$ cat src/rtl/circle_pkg.sv
// Shared state encodings and width helpers for the point-in-circle tester.
package circle_pkg;

   localparam logic [2:0] ST_IDLE   = 3'd0;
   localparam logic [2:0] ST_SQX    = 3'd1;
   localparam logic [2:0] ST_SQY    = 3'd2;
   localparam logic [2:0] ST_ADDCMP = 3'd3;
   localparam logic [2:0] ST_DONE   = 3'd4;

   // Signed difference of two zero-extended coordinates
   function automatic int diff_w(input int coord_w);
      return coord_w + 1;
   endfunction

   function automatic int sq_w(input int coord_w);
      return 2 * diff_w(coord_w);
   endfunction

   function automatic int sum_w(input int coord_w);
      return sq_w(coord_w) + 1;
   endfunction

endpackage

$ cat src/rtl/signed_square.sv
// Combinational squarer: signed DIFF_W-bit operand to unsigned SQ_W-bit square.
module signed_square #(
   parameter int DIFF_W = 11,
   parameter int SQ_W   = 2 * DIFF_W
) (
   input  logic signed [DIFF_W-1:0] d,
   output logic        [SQ_W-1:0]   sq
);

   logic signed [SQ_W-1:0] d_ext;

   assign d_ext = {{(SQ_W-DIFF_W){d[DIFF_W-1]}}, d};
   // A square is never negative and always fits SQ_W bits, so the low bits are exact
   assign sq    = d_ext * d_ext;

endmodule

$ cat src/rtl/circle_hit_pipe.sv
// Four-cycle point-in-circle tester with one shared squarer and valid/ready handshakes.
// Define RING_MODE_EN to test against the annulus R_INNER <= r < RADIUS instead of the disc.
module circle_hit_pipe #(
   parameter int COORD_W = 10,
   parameter int CX      = 320,
   parameter int CY      = 240,
   parameter int RADIUS  = 100,
   parameter int R_INNER = 50
) (
   input  logic                 clk,
   input  logic                 reset,
   input  logic                 in_valid,
   output logic                 in_ready,
   input  logic [COORD_W-1:0]   x,
   input  logic [COORD_W-1:0]   y,
   output logic                 out_valid,
   input  logic                 out_ready,
   output logic                 hit,
   output logic [2*COORD_W+2:0] dist_sq
);
   import circle_pkg::*;

   localparam int DIFF_W = diff_w(COORD_W);
   localparam int SQ_W   = sq_w(COORD_W);
   localparam int SUM_W  = sum_w(COORD_W);

   localparam logic [DIFF_W-1:0] CX_D     = DIFF_W'(CX);
   localparam logic [DIFF_W-1:0] CY_D     = DIFF_W'(CY);
   localparam logic [SUM_W-1:0]  R_OUT_SQ = SUM_W'(RADIUS * RADIUS);

   if (CX < 0 || CY < 0 || CX >= 2**COORD_W || CY >= 2**COORD_W ||
       RADIUS <= 0 || R_INNER < 0) begin : g_bad_params
      $error("circle_hit_pipe: centre or radius out of range");
   end

   logic [2:0]               state_reg;
   logic signed [DIFF_W-1:0] dx_reg, dy_reg;
   logic [SQ_W-1:0]          sq_reg, acc_reg;
   logic [SUM_W-1:0]         dist_sq_reg;
   logic                     hit_reg;

   logic signed [DIFF_W-1:0] dx_in, dy_in, sq_operand;
   logic [SQ_W-1:0]          sq_out;
   logic [SUM_W-1:0]         sum_next;
   logic                     hit_next;
   logic                     take_input;

   assign dx_in      = $signed({1'b0, x} - CX_D);
   assign dy_in      = $signed({1'b0, y} - CY_D);
   assign in_ready   = (state_reg == ST_IDLE) || ((state_reg == ST_DONE) && out_ready);
   assign take_input = in_valid && in_ready;
   assign sq_operand = (state_reg == ST_SQY) ? dy_reg : dx_reg;
   assign sum_next   = {1'b0, acc_reg} + {1'b0, sq_reg};

`ifdef RING_MODE_EN
   localparam logic [SUM_W-1:0] R_IN_SQ = SUM_W'(R_INNER * R_INNER);

   if (R_INNER >= RADIUS) begin : g_bad_ring
      $error("circle_hit_pipe: R_INNER must be smaller than RADIUS");
   end

   assign hit_next = (sum_next >= R_IN_SQ) && (sum_next < R_OUT_SQ);
`else
   assign hit_next = (sum_next < R_OUT_SQ);
`endif

   signed_square #(.DIFF_W(DIFF_W), .SQ_W(SQ_W)) u_square (
      .d  (sq_operand),
      .sq (sq_out)
   );

   always_ff @(posedge clk) begin
      if (reset) begin
         state_reg   <= ST_IDLE;
         dx_reg      <= '0;
         dy_reg      <= '0;
         sq_reg      <= '0;
         acc_reg     <= '0;
         dist_sq_reg <= '0;
         hit_reg     <= 1'b0;
      end else begin
         case (state_reg)
            ST_IDLE: begin
               if (take_input) begin
                  dx_reg    <= dx_in;
                  dy_reg    <= dy_in;
                  state_reg <= ST_SQX;
               end
            end
            ST_SQX: begin
               sq_reg    <= sq_out;
               state_reg <= ST_SQY;
            end
            ST_SQY: begin
               acc_reg   <= sq_reg;
               sq_reg    <= sq_out;
               state_reg <= ST_ADDCMP;
            end
            ST_ADDCMP: begin
               dist_sq_reg <= sum_next;
               hit_reg     <= hit_next;
               state_reg   <= ST_DONE;
            end
            ST_DONE: begin
               // Result registers hold until the next ADDCMP overwrites them
               if (out_ready) begin
                  if (in_valid) begin
                     dx_reg    <= dx_in;
                     dy_reg    <= dy_in;
                     state_reg <= ST_SQX;
                  end else begin
                     state_reg <= ST_IDLE;
                  end
               end
            end
            default: state_reg <= ST_IDLE;
         endcase
      end
   end

   assign out_valid = (state_reg == ST_DONE);
   assign hit       = hit_reg;
   assign dist_sq   = dist_sq_reg;

endmodule

$ cat config.mk
export PLATFORM = sky130hd
export DESIGN_NAME = circle_hit_pipe
export DESIGN_NICKNAME = d
export VERILOG_FILES = /design/src/rtl/circle_pkg.sv /design/src/rtl/signed_square.sv /design/src/rtl/circle_hit_pipe.sv
export SDC_FILE = /design/constraint.sdc
export NUM_CORES = 1
export LEC_CHECK = 0
export BUFFER_PORTS_ARGS = -buffer_cell sky130_fd_sc_hd__buf_4
export CORE_ASPECT_RATIO = 1.5
export CORE_UTILIZATION = 45
export CTS_CLUSTER_SIZE = 10
export DETAILED_ROUTE_END_ITERATION = 6
export PLACE_DENSITY_LB_ADDON = 0.15
export SYNTH_ARGS = -nofsm -noshare
export SYNTH_HDL_FRONTEND = slang
export SYNTH_SLANG_ARGS = --single-unit
$ cat constraint.sdc
create_clock -name clk -period 8.7 [get_ports clk]
set_input_delay 1.74 -clock clk [delete_from_list [all_inputs] [get_ports clk]]
set_output_delay 1.74 -clock clk [all_outputs]
set_load 0.02 [all_outputs]
==> results of run 1 <==
tightest hold or removal path: cells and delay by family (launching register included):
family,cells,cell delay (ns)
AOI/OAI and AO/OA,1,0.05
and+or+nand+nor,1,0.05
DFF,1,0.31
power by group through the flow:
stage	registers [µW]	logic [µW]	clock network, µW
after floorplan	468	342	0
after global placement	477	462	0
after global routing	471	527	427
final	468	461	402
after detailed placement	478	466	0
after CTS	468	470	412
synthesized netlist by cell type, types with 2 or more instances:
master	number	area [µm²]
a211oi_1	15	113
a21o_1	12	90.1
a21oi_1	93	465
a221oi_1	2	17.5
a31o_2	3	26.3
a31oi_1	4	25.0
and2_1	2	12.5
and3_2	2	15.0
clkbuf_1	33	124
clkinv_1	2	7.51
dfxtp_1	91	1820
fa_1	100	2000
ha_1	70	876
inv_1	171	642
mux2i_1	7	70.1
nand2_1	176	661
nand2b_1	10	62.6
nand3_1	12	60.1
nand3b_1	5	37.5
nor2_1	76	285
nor2b_1	8	50.1
nor3_1	12	60.1
nor3b_1	3	22.5
nor4b_1	2	17.5
o211ai_1	2	15.0
o21a_1	4	30.0
o21ai_0	14	70.1
o21bai_1	3	22.5
o31a_1	2	17.5
o41ai_1	2	17.5
or2_2	3	18.8
or4_1	3	22.5
xnor2_1	32	280
xor2_1	15	131
stage by stage:
step / hold slack [ns] / cells
2_1_floorplan: 0.432 / 1016
3_3_place_gp: 0.441 / 1286
3_5_place_dp: 0.446 / 1286
4_1_cts: 0.454 / 1302
5_1_grt: 0.467 / 1302
6_report: 0.453 / 1302
final cells by class:
class	count	area [µm²]	share of cell area, %
clock buffers	10	229	2.45
flip-flops and latches	91	1820	19.5
repair buffers	56	420	4.50
clock inverters	6	72.6	0.777
multi-input cells	718	5830	62.5
well taps	248	310	3.32
inverters	173	649	6.96
per-layer routing:
| metal | up-vias | global-route usage, % | share of wire, % | routed length [µm] |
|---|---|---|---|---|
| li1 | 3285 | - | - | - |
| met1 | 3146 | 23.5 | 38 | 7370 |
| met2 | 113 | 41.5 | 57 | 10900 |
| met3 | 23 | 1.57 | 2.0 | 389 |
| met4 | 0 | 8.47 | 3.2 | 627 |
| met5 | - | 0 | 0 | 0 |
cells by family (layout without fill, tap and decap cells):
group	after synthesis	after routing	share of synthesized area (%)
fa+ha+maj	170	170	34.1
mux	7	7	0.832
simple gates	322	322	16.5
compound gates	172	172	12.8
buf+inv	207	245	9.22
flops	91	91	21.6
xor+xnor	47	47	4.88
how the worst max path moves through the flow:
stage | slack [ns] | end | from | cells after the start
final | 0.91 | sq_reg[21] | state_reg[1] | 24
after global routing | 0.28 | sq_reg[21] | state_reg[1] | 24
after CTS | 0.85 | sq_reg[21] | state_reg[1] | 24
after detailed placement | 0.87 | sq_reg[21] | state_reg[1] | 24
after global placement | 1.13 | sq_reg[21] | state_reg[1] | 24
after floorplan | 1.62 | sq_reg[21] | state_reg[1] | 25
==> run_results.csv, run 1 <==
group,metric,value,unit
placement,gp_congestion,0.876,
setup_path,crit_path_max_incr_delay,0.82,ns
route,wl,19.3,mm
floorplan,pin_count,50,
clock_network,cts.sinks,91,
setup_path,worst_path_max_delay_cell,"or3b_2",
setup_path,worstPathCellList,"or3b_2 > mux2i_1 > inv_1 > nand2_1 > xnor2_1 > ha_1 > inv_1 > fa_1 > inv_1 > fa_1 > fa_1 > inv_1 > fa_1 > inv_1 > ha_1 > nor4_1 > o211ai_1 > a21o_1 > a21o_1 > o311ai_0 > a21oi_1 > a31oi_1 > xnor2_1 > a211oi_1",
clock_network,clock-root-buffer,"clkbuf_16",
power_and_ir_drop,power_leakage,0.00440,µW
power_and_ir_drop,power.share.switching,36.7,%
min_path,hold_path_class,"reg2reg",
clock_network,cts_hold_buf,0,
timing,fin_worst_skew,0.00899,ns
logic_synthesis,synth_fp_nets,1210,
logic_synthesis,async_flop_share,0,%
logic_synthesis,ys_seq_elements,91,
final_layout,synthToLayoutAreaGrowth,10.8,%
min_path,hold_depth,2,
logic_synthesis,netlist_area,0.00843,mm²
floorplan,rows,60,
global_routing,grt_pass1_wl,31.9,mm
timing,grt_setup_unrepaired,"no",
placement,place_area,0.00903,mm²
final_layout,largest_reg_flops,23,
placement,place_ws,0.871,ns
power_and_ir_drop,pwr-share-seq,35.1,%
clock_network,cts_resized,0,
logic_synthesis,synth-edff-count,0,
power_and_ir_drop,total_power,1330,µW
final_layout,antennaDiodeCount,0,
power_and_ir_drop,intPower,843,µW
setup_path,crit_type,"reg2reg",
route,drt_first_pass_iters,5,
floorplan,fp.dieW,114,µm
clock_network,cts_setup_buffers,0,
setup_path,reg2reg_from,"state_reg[1]",
floorplan,coreArea,0.0182,mm²
floorplan,die_area,0.0193,mm²
final_layout,fillCellCount,1853,
power_and_ir_drop,power_density,143,mW/mm²
flow_run,max_cap_viol_count,0,
min_path,min_from,"dist_sq[6]",
outcome,outcome,"finished clean",
floorplan,die_h,170,µm
global_routing,grt_max_degree,95,
route,vias,6567,
logic_synthesis,synth_area_per_cell,8.29,µm²
min_path,whs_endpoint,"dist_sq[6]",
clock_network,path_clk_slew,0.07,ns
final_layout,layout-drive-gt1-share,8.54,%
timing,fin_ws,0.908,ns
route,vias_per_cell,5.04,
final_layout,final_area,0.00934,mm²
setup_path,crit_arrival,8.05,ns
setup_path,end_kind,"register",
timing,finalHoldViolCount,0,
route,drc,0,
final_layout,mostFrequentLayoutCell,"nand2_1",
global_routing,grt-ovfl-total,0,
setup_path,rrSetupSlack,0.91,ns
setup_path,path_common_cell,"inv_1",
global_routing,antenna_found_initial,0,
route,wire_per_inst,14.8,µm
placement,portBuffers,49,
route,ant_nets,0,
power_and_ir_drop,p_switching,488,µW
clock_network,cts_tree,"yes",
setup_path,rr_worst_depth,24,
final_layout,layout_common_cells,"nand2_1, inv_1, fa_1",
timing,tightest_slew,1.00,ns
logic_synthesis,synthFlopType,"dfxtp_1",
timing,final.setup.tns,0,ns
timing,fin_crit_sh,89.6,%
logic_synthesis,synth.distinct_cells,59,
route,drt_iter0_markers,344,
global_routing,grt_util_all_layers,21.3,%
clock_network,clk_path_buf_depth,2,
floorplan,floorplan.initialDensity,46.4,%
final_layout,final_core_util,51.4,%
final_layout,finalNetCount,1243,
setup_path,worstReg2RegEnd,"sq_reg[21]",
clock_network,clock_latency,0.34,ns
setup_path,critPathLaunchType,"register",
logic_synthesis,yosys_warnings,0,
timing,setup_viol,0,
setup_path,worst-path-buf-inv,5,
setup_path,path_max_fanout,33,
timing,period_needed,7.79,ns
setup_path,cp_top_family,"adder cells",
power_and_ir_drop,ir_drop,0.000107,V
placement,post-dp-hpwl,15.8,mm
timing,timing.fmax,128,MHz
logic_synthesis,synthCells,1016,
power_and_ir_drop,p_comb_share,34.6,%
setup_path,required,8.95,ns
clock_network,h-tree-depth,3,
clock_network,cts_buffers,9,
global_routing,first_global_vias,6592,
timing,finalMaxSlewViolations,0,
power_and_ir_drop,p_clk_share,30.2,%
logic_synthesis,ys_seq_area_share,21.6,%
timing,slew_headroom,33.0,%
(Power assumes the default switching activity.)
==> inputs of run 2 (changes only) <==
- CTS_BUF_LIST: unset -> sky130_fd_sc_hd__clkbuf_16
==> run 2 against run 1 <==
Against the previous run: routed wire length about the same; worst setup slack hardly changed; hold slack stayed put; critical path depth did not move; largest cell class unchanged; largest power group unchanged.
==> run_results.csv, run 2 (synthesis results as in run 1) <==
group,metric,value,unit
timing,hold_ws,0.453,ns
timing,period_needed,7.79,ns
global_routing,antenna_found_initial,0,
clock_network,cts_buffers,9,
clock_network,path_clk_slew,0.07,ns
setup_path,critPathLaunchType,"register",
setup_path,required,8.95,ns
global_routing,grt-ovfl-total,0,
setup_path,path_max_fanout,33,
floorplan,die_area,0.0193,mm²
final_layout,final_cells,1302,
route,drc,0,
setup_path,crit_type,"reg2reg",
clock_network,cts_setup_buffers,0,
clock_network,h-tree-depth,3,
final_layout,multiInputGateArea,0.00583,mm²
clock_network,cts.sinks,91,
placement,portBuffers,49,
floorplan,floorplan.initialDensity,46.4,%
power_and_ir_drop,ir_drop,0.000107,V
timing,finalHoldViolCount,0,
placement,gp_congestion,0.876,
global_routing,first_global_vias,6592,
setup_path,crit_arrival,8.04,ns
global_routing,grt_pass1_wl,31.9,mm
route,ant_nets,0,
timing,slew_headroom,33.0,%
floorplan,fp.dieW,114,µm
min_path,hold_path_class,"reg2reg",
outcome,outcome,"finished clean",
final_layout,finalNetCount,1243,
route,wl,19.3,mm
route,vias,6576,
timing,setup_viol,0,
final_layout,largest_reg_flops,23,
final_layout,fillCellCount,1853,
global_routing,grt_max_degree,95,
clock_network,cts_tree,"yes",
floorplan,rows,60,
power_and_ir_drop,power_leakage,0.00440,µW
placement,post-dp-hpwl,15.8,mm
final_layout,layout_common_cells,"nand2_1, inv_1, fa_1",
floorplan,coreArea,0.0182,mm²
timing,final.setup.tns,0,ns
clock_network,clock_latency,0.34,ns
final_layout,mostFrequentLayoutCell,"nand2_1",
route,wire_per_inst,14.8,µm
timing,tightest_slew,1.00,ns
final_layout,layout-drive-gt1-share,8.54,%
timing,finalMaxSlewViolations,0,
final_layout,antennaDiodeCount,0,
clock_network,cts_hold_buf,0,
placement,dp_cells,1286,
route,drt_iter0_markers,345,
setup_path,end_kind,"register",
final_layout,synthToLayoutAreaGrowth,10.8,%
route,vias_per_cell,5.05,
route,drt_first_pass_iters,5,
clock_network,cts_resized,0,
timing,timing.fmax,128,MHz
clock_network,clock-root-buffer,"clkbuf_16",
power_and_ir_drop,power_density,142,mW/mm²
floorplan,pin_count,50,
flow_run,max_cap_viol_count,0,
final_layout,ff_latch_area,0.00182,mm²
timing,fin_worst_skew,0.00897,ns
clock_network,clk_path_buf_depth,2,
floorplan,die_h,170,µm
timing,fin_crit_sh,89.6,%
global_routing,grt_util_all_layers,21.3,%
timing,grt_setup_unrepaired,"no",
==> run 2: changes by cell type in the layout (fill, tap and decap cells not counted), sizes merged <==
| cell | before | now |
|---|---|---|
| clkbuf | 10 | 9 |
| inv | 173 | 174 |
==> run 2: layer usage <==
layer  up-vias  wire length [µm]  global-route usage, %
li1       3285                 -                      -
met1      3157              7370                   23.5
met2       111             11000                   41.5
met3        23               383                   1.57
met4         0               627                   8.47
met5         -                 0                      0
==> run 2: area by class of cell <==
class / instances / area share [%]
sequential: 91 / 19.5
timing repair buffer: 56 / 4.50
tap: 248 / 3.32
clock buffer: 9 / 2.41
multi-input combinational: 718 / 62.5
inverter: 173 / 6.96
clock inverter: 7 / 0.817
==> run 2: metrics by stage <==
stage	setup WS (ns)	total power (µW)	util (%)	instance area [µm²]
finish	0.908	1330	51.4	9340
floorplan	1.62	810	-	8430
CTS	0.845	1350	51.4	9340
global route	0.284	1420	51.4	9340
global placement	1.13	939	49.7	9030
detailed placement	0.871	943	49.7	9030
==> run 2: path summary, 6_finish.rpt <==
check,to,slack (ns),from,cells after the start
max,sq_reg[21],0.91,state_reg[1],24
min,dist_sq[6],0.45,dist_sq[6],2
max reg2reg,sq_reg[21],0.91,state_reg[1],24
min reg2reg,dist_sq[6],0.45,dist_sq[6],2
==> run 2: worst max-delay path, stage by stage (launching register included) <==
cell and delay (ns):
dfxtp_1 0.46, or3b_2 0.82, mux2i_1 0.62, inv_1 0.37
nand2_1 0.16, xnor2_1 0.08, ha_1 0.28, inv_1 0.06
fa_1 0.55, inv_1 0.06, fa_1 0.50, fa_1 0.54
inv_1 0.05, fa_1 0.52, inv_1 0.04, ha_1 0.23
nor4_1 0.45, o211ai_1 0.18, a21o_1 0.23, a21o_1 0.19
o311ai_0 0.54, a21oi_1 0.20, a31oi_1 0.23, xnor2_1 0.10
a211oi_1 0.22
==> run 2: power by group <==
part           leakage, µW  internal, µW  switching [µW]
combinational      0.00351           173             288
sequential        0.000739           444            24.0
clock             0.000148           225             176
total              0.00440           841             488
==> inputs of run 3 (changes only) <==
- CORE_UTILIZATION: 45 -> 60
- clock period: 8.7 -> 7.6 ns (I/O delays scaled with it)
==> run 3 against run 2 <==
Against the previous run: global-route usage grew 6.6 points; register-to-register slack worse by 0.46 ns; die area down 25%; routed wire length about the same; critical endpoint is now sq_reg[20]; via count rose by 3.0%; hold slack is essentially flat; worst setup slack got worse by 0.46 ns; sequential power is 15% higher; critical path type unchanged; flip-flop and latch count unchanged; critical path depth unchanged; clock-buffer cell count unchanged.
==> run_results.csv, run 3 (synthesis results as in run 1) <==
group,metric,value,unit
clock_network,clock-root-buffer,"clkbuf_16",
floorplan,floorplan.initialDensity,62.0,%
flow_run,max_cap_viol_count,0,
route,top_layer_used,"met4",
final_layout,fillCellCount,1158,
global_routing,grt_util_all_layers,27.9,%
power_and_ir_drop,total_power,1560,µW
power_and_ir_drop,power_density,168,mW/mm²
clock_network,cts_tree,"yes",
power_and_ir_drop,ir_drop,0.000140,V
final_layout,layout-drive-gt1-share,9.17,%
clock_network,path_clk_slew,0.07,ns
route,wl_met3,625,µm
clock_network,clk_path_buf_depth,2,
global_routing,first_global_vias,6739,
timing,fin_worst_skew,0.00999,ns
timing,slew_headroom,31.1,%
final_layout,multiInputGateArea,0.00585,mm²
final_layout,mostFrequentLayoutCell,"nand2_1",
setup_path,crit_arrival,7.38,ns
floorplan,die_h,147,µm
setup_path,critPathLaunchType,"register",
timing,grt_setup_unrepaired,"no",
setup_path,crit_path_max_incr_delay,0.65,ns
timing,finalHoldViolCount,0,
final_layout,antennaDiodeCount,0,
setup_path,worstPathCellList,"or3b_2 > buf_4 > mux2i_1 > buf_4 > nor2_1 > inv_1 > fa_1 > inv_1 > ha_1 > inv_1 > fa_1 > fa_1 > fa_1 > inv_1 > ha_1 > nor2b_1 > o21a_1 > o21ai_0 > a211oi_1 > o41ai_1 > o221ai_1 > o41ai_1 > or4_1 > nand3_1",
clock_network,h-tree-depth,3,
route,wl_met1,6.91,mm
timing,period_needed,7.15,ns
placement,gp_congestion,0.927,
setup_path,path_max_fanout,23,
timing,fin_crit_sh,94.1,%
placement,post-dp-hpwl,15.6,mm
route,vias_per_cell,5.55,
clock_network,cts_setup_buffers,0,
timing,final.setup.tns,0,ns
floorplan,fp.dieW,98.8,µm
clock_network,clock_latency,0.34,ns
route,met2_length,10.8,mm
global_routing,grt_max_degree,95,
route,wl,19.3,mm
clock_network,cts_buffers,9,
setup_path,worst-path-buf-inv,6,
floorplan,pin_count,50,
setup_path,cp_top_family,"adder cells",
outcome,outcome,"finished clean",
timing,setup_viol,0,
clock_network,cts.sinks,91,
route,drt_first_pass_iters,7,
setup_path,worst_path_max_delay_cell,"or3b_2",
final_layout,finalNetCount,1247,
min_path,hold_path_class,"reg2reg",
final_layout,largest_reg_flops,23,
final_layout,synthToLayoutAreaGrowth,10.3,%
floorplan,rows,52,
final_layout,layout_common_cells,"nand2_1, inv_1, fa_1",
route,ant_nets,0,
power_and_ir_drop,power_leakage,0.00442,µW
placement,portBuffers,49,
timing,timing.fmax,140,MHz
setup_path,end_kind,"register",
global_routing,grt-ovfl-total,0,
route,drt_iter0_markers,320,
final_layout,ff_latch_area,0.00182,mm²
floorplan,coreArea,0.0136,mm²
global_routing,grt_pass1_wl,31.5,mm
global_routing,antenna_found_initial,0,
floorplan,die_area,0.0145,mm²
route,drc,0,
timing,tightest_slew,1.03,ns
route,wire_per_inst,15.8,µm
setup_path,required,7.82,ns
route,vias,6772,
timing,finalMaxSlewViolations,0,
setup_path,crit_type,"reg2reg",
[run 3: cell count changes in the layout (fill, tap and decap cells not counted), sizes merged]
cell / before / now
inv: 174 / 173
buf: 56 / 60
clkinv: 4 / 3
bufinv: 1 / 2
clkinvlp: 1 / 2
[run 3: where the power goes]
part           switching (µW)  internal [µW]
clock network             197            291
logic                     337            204
registers                28.6            508
[run 3: layout make-up]
cell class / count / share of cell area (%)
clock buffers: 9 / 2.42
clock inverters: 7 / 1.08
inverters: 173 / 6.98
multi-input cells: 718 / 62.9
flip-flops and latches: 91 / 19.6
well taps: 162 / 2.18
repair buffers: 60 / 4.84
[run 3: worst reg2reg max path, delay by kind of cell (launching register included)]
family	cells	cell delay [ns]
flops	1	0.46
fa+ha+maj	6	2.45
simple gates	5	1.22
mux	1	0.18
compound gates	6	1.97
buf+inv	6	0.74
[run 3: per-stage QoR]
step / setup WS [ns] / utilization [%] / instances / hold WS [ns] / cell area [µm²]
2_1_floorplan: 0.518 / - / 1016 / 0.432 / 8430
3_3_place_gp: 0.484 / 65.9 / 1204 / 0.442 / 8960
3_5_place_dp: 0.188 / 65.9 / 1204 / 0.446 / 8960
4_1_cts: 0.143 / 68.3 / 1220 / 0.456 / 9280
5_1_grt: 0.0956 / 68.4 / 1220 / 0.474 / 9300
6_report: 0.446 / 68.4 / 1220 / 0.453 / 9300
[run 3: worst paths after layout]
kind | startpoint | end | slack (ns) | depth (start not counted)
setup / recovery | state_reg[1] | sq_reg[20] | 0.45 | 24
hold / removal | dist_sq[5] | dist_sq[5] | 0.45 | 2
setup reg to reg | state_reg[1] | sq_reg[20] | 0.45 | 24
hold reg to reg | dist_sq[5] | dist_sq[5] | 0.45 | 2
[run 3: what timing repair did]
| action | 4_1_cts | 5_1_grt |
|---|---|---|
| resized for setup | 0 | 4 |
| setup endpoints to repair | 0 | 2 |
| endpoints found under the hold margin | 0 | 0 |
| hold buffers | 0 | 0 |
[run 3: layer usage]
| layer | up-vias | GRT usage (%) |
|---|---|---|
| li1 | 3298 | - |
| met5 | - | 0 |
| met3 | 51 | 3.14 |
| met2 | 170 | 53.4 |
| met4 | 0 | 14.8 |
| met1 | 3253 | 29.5 |
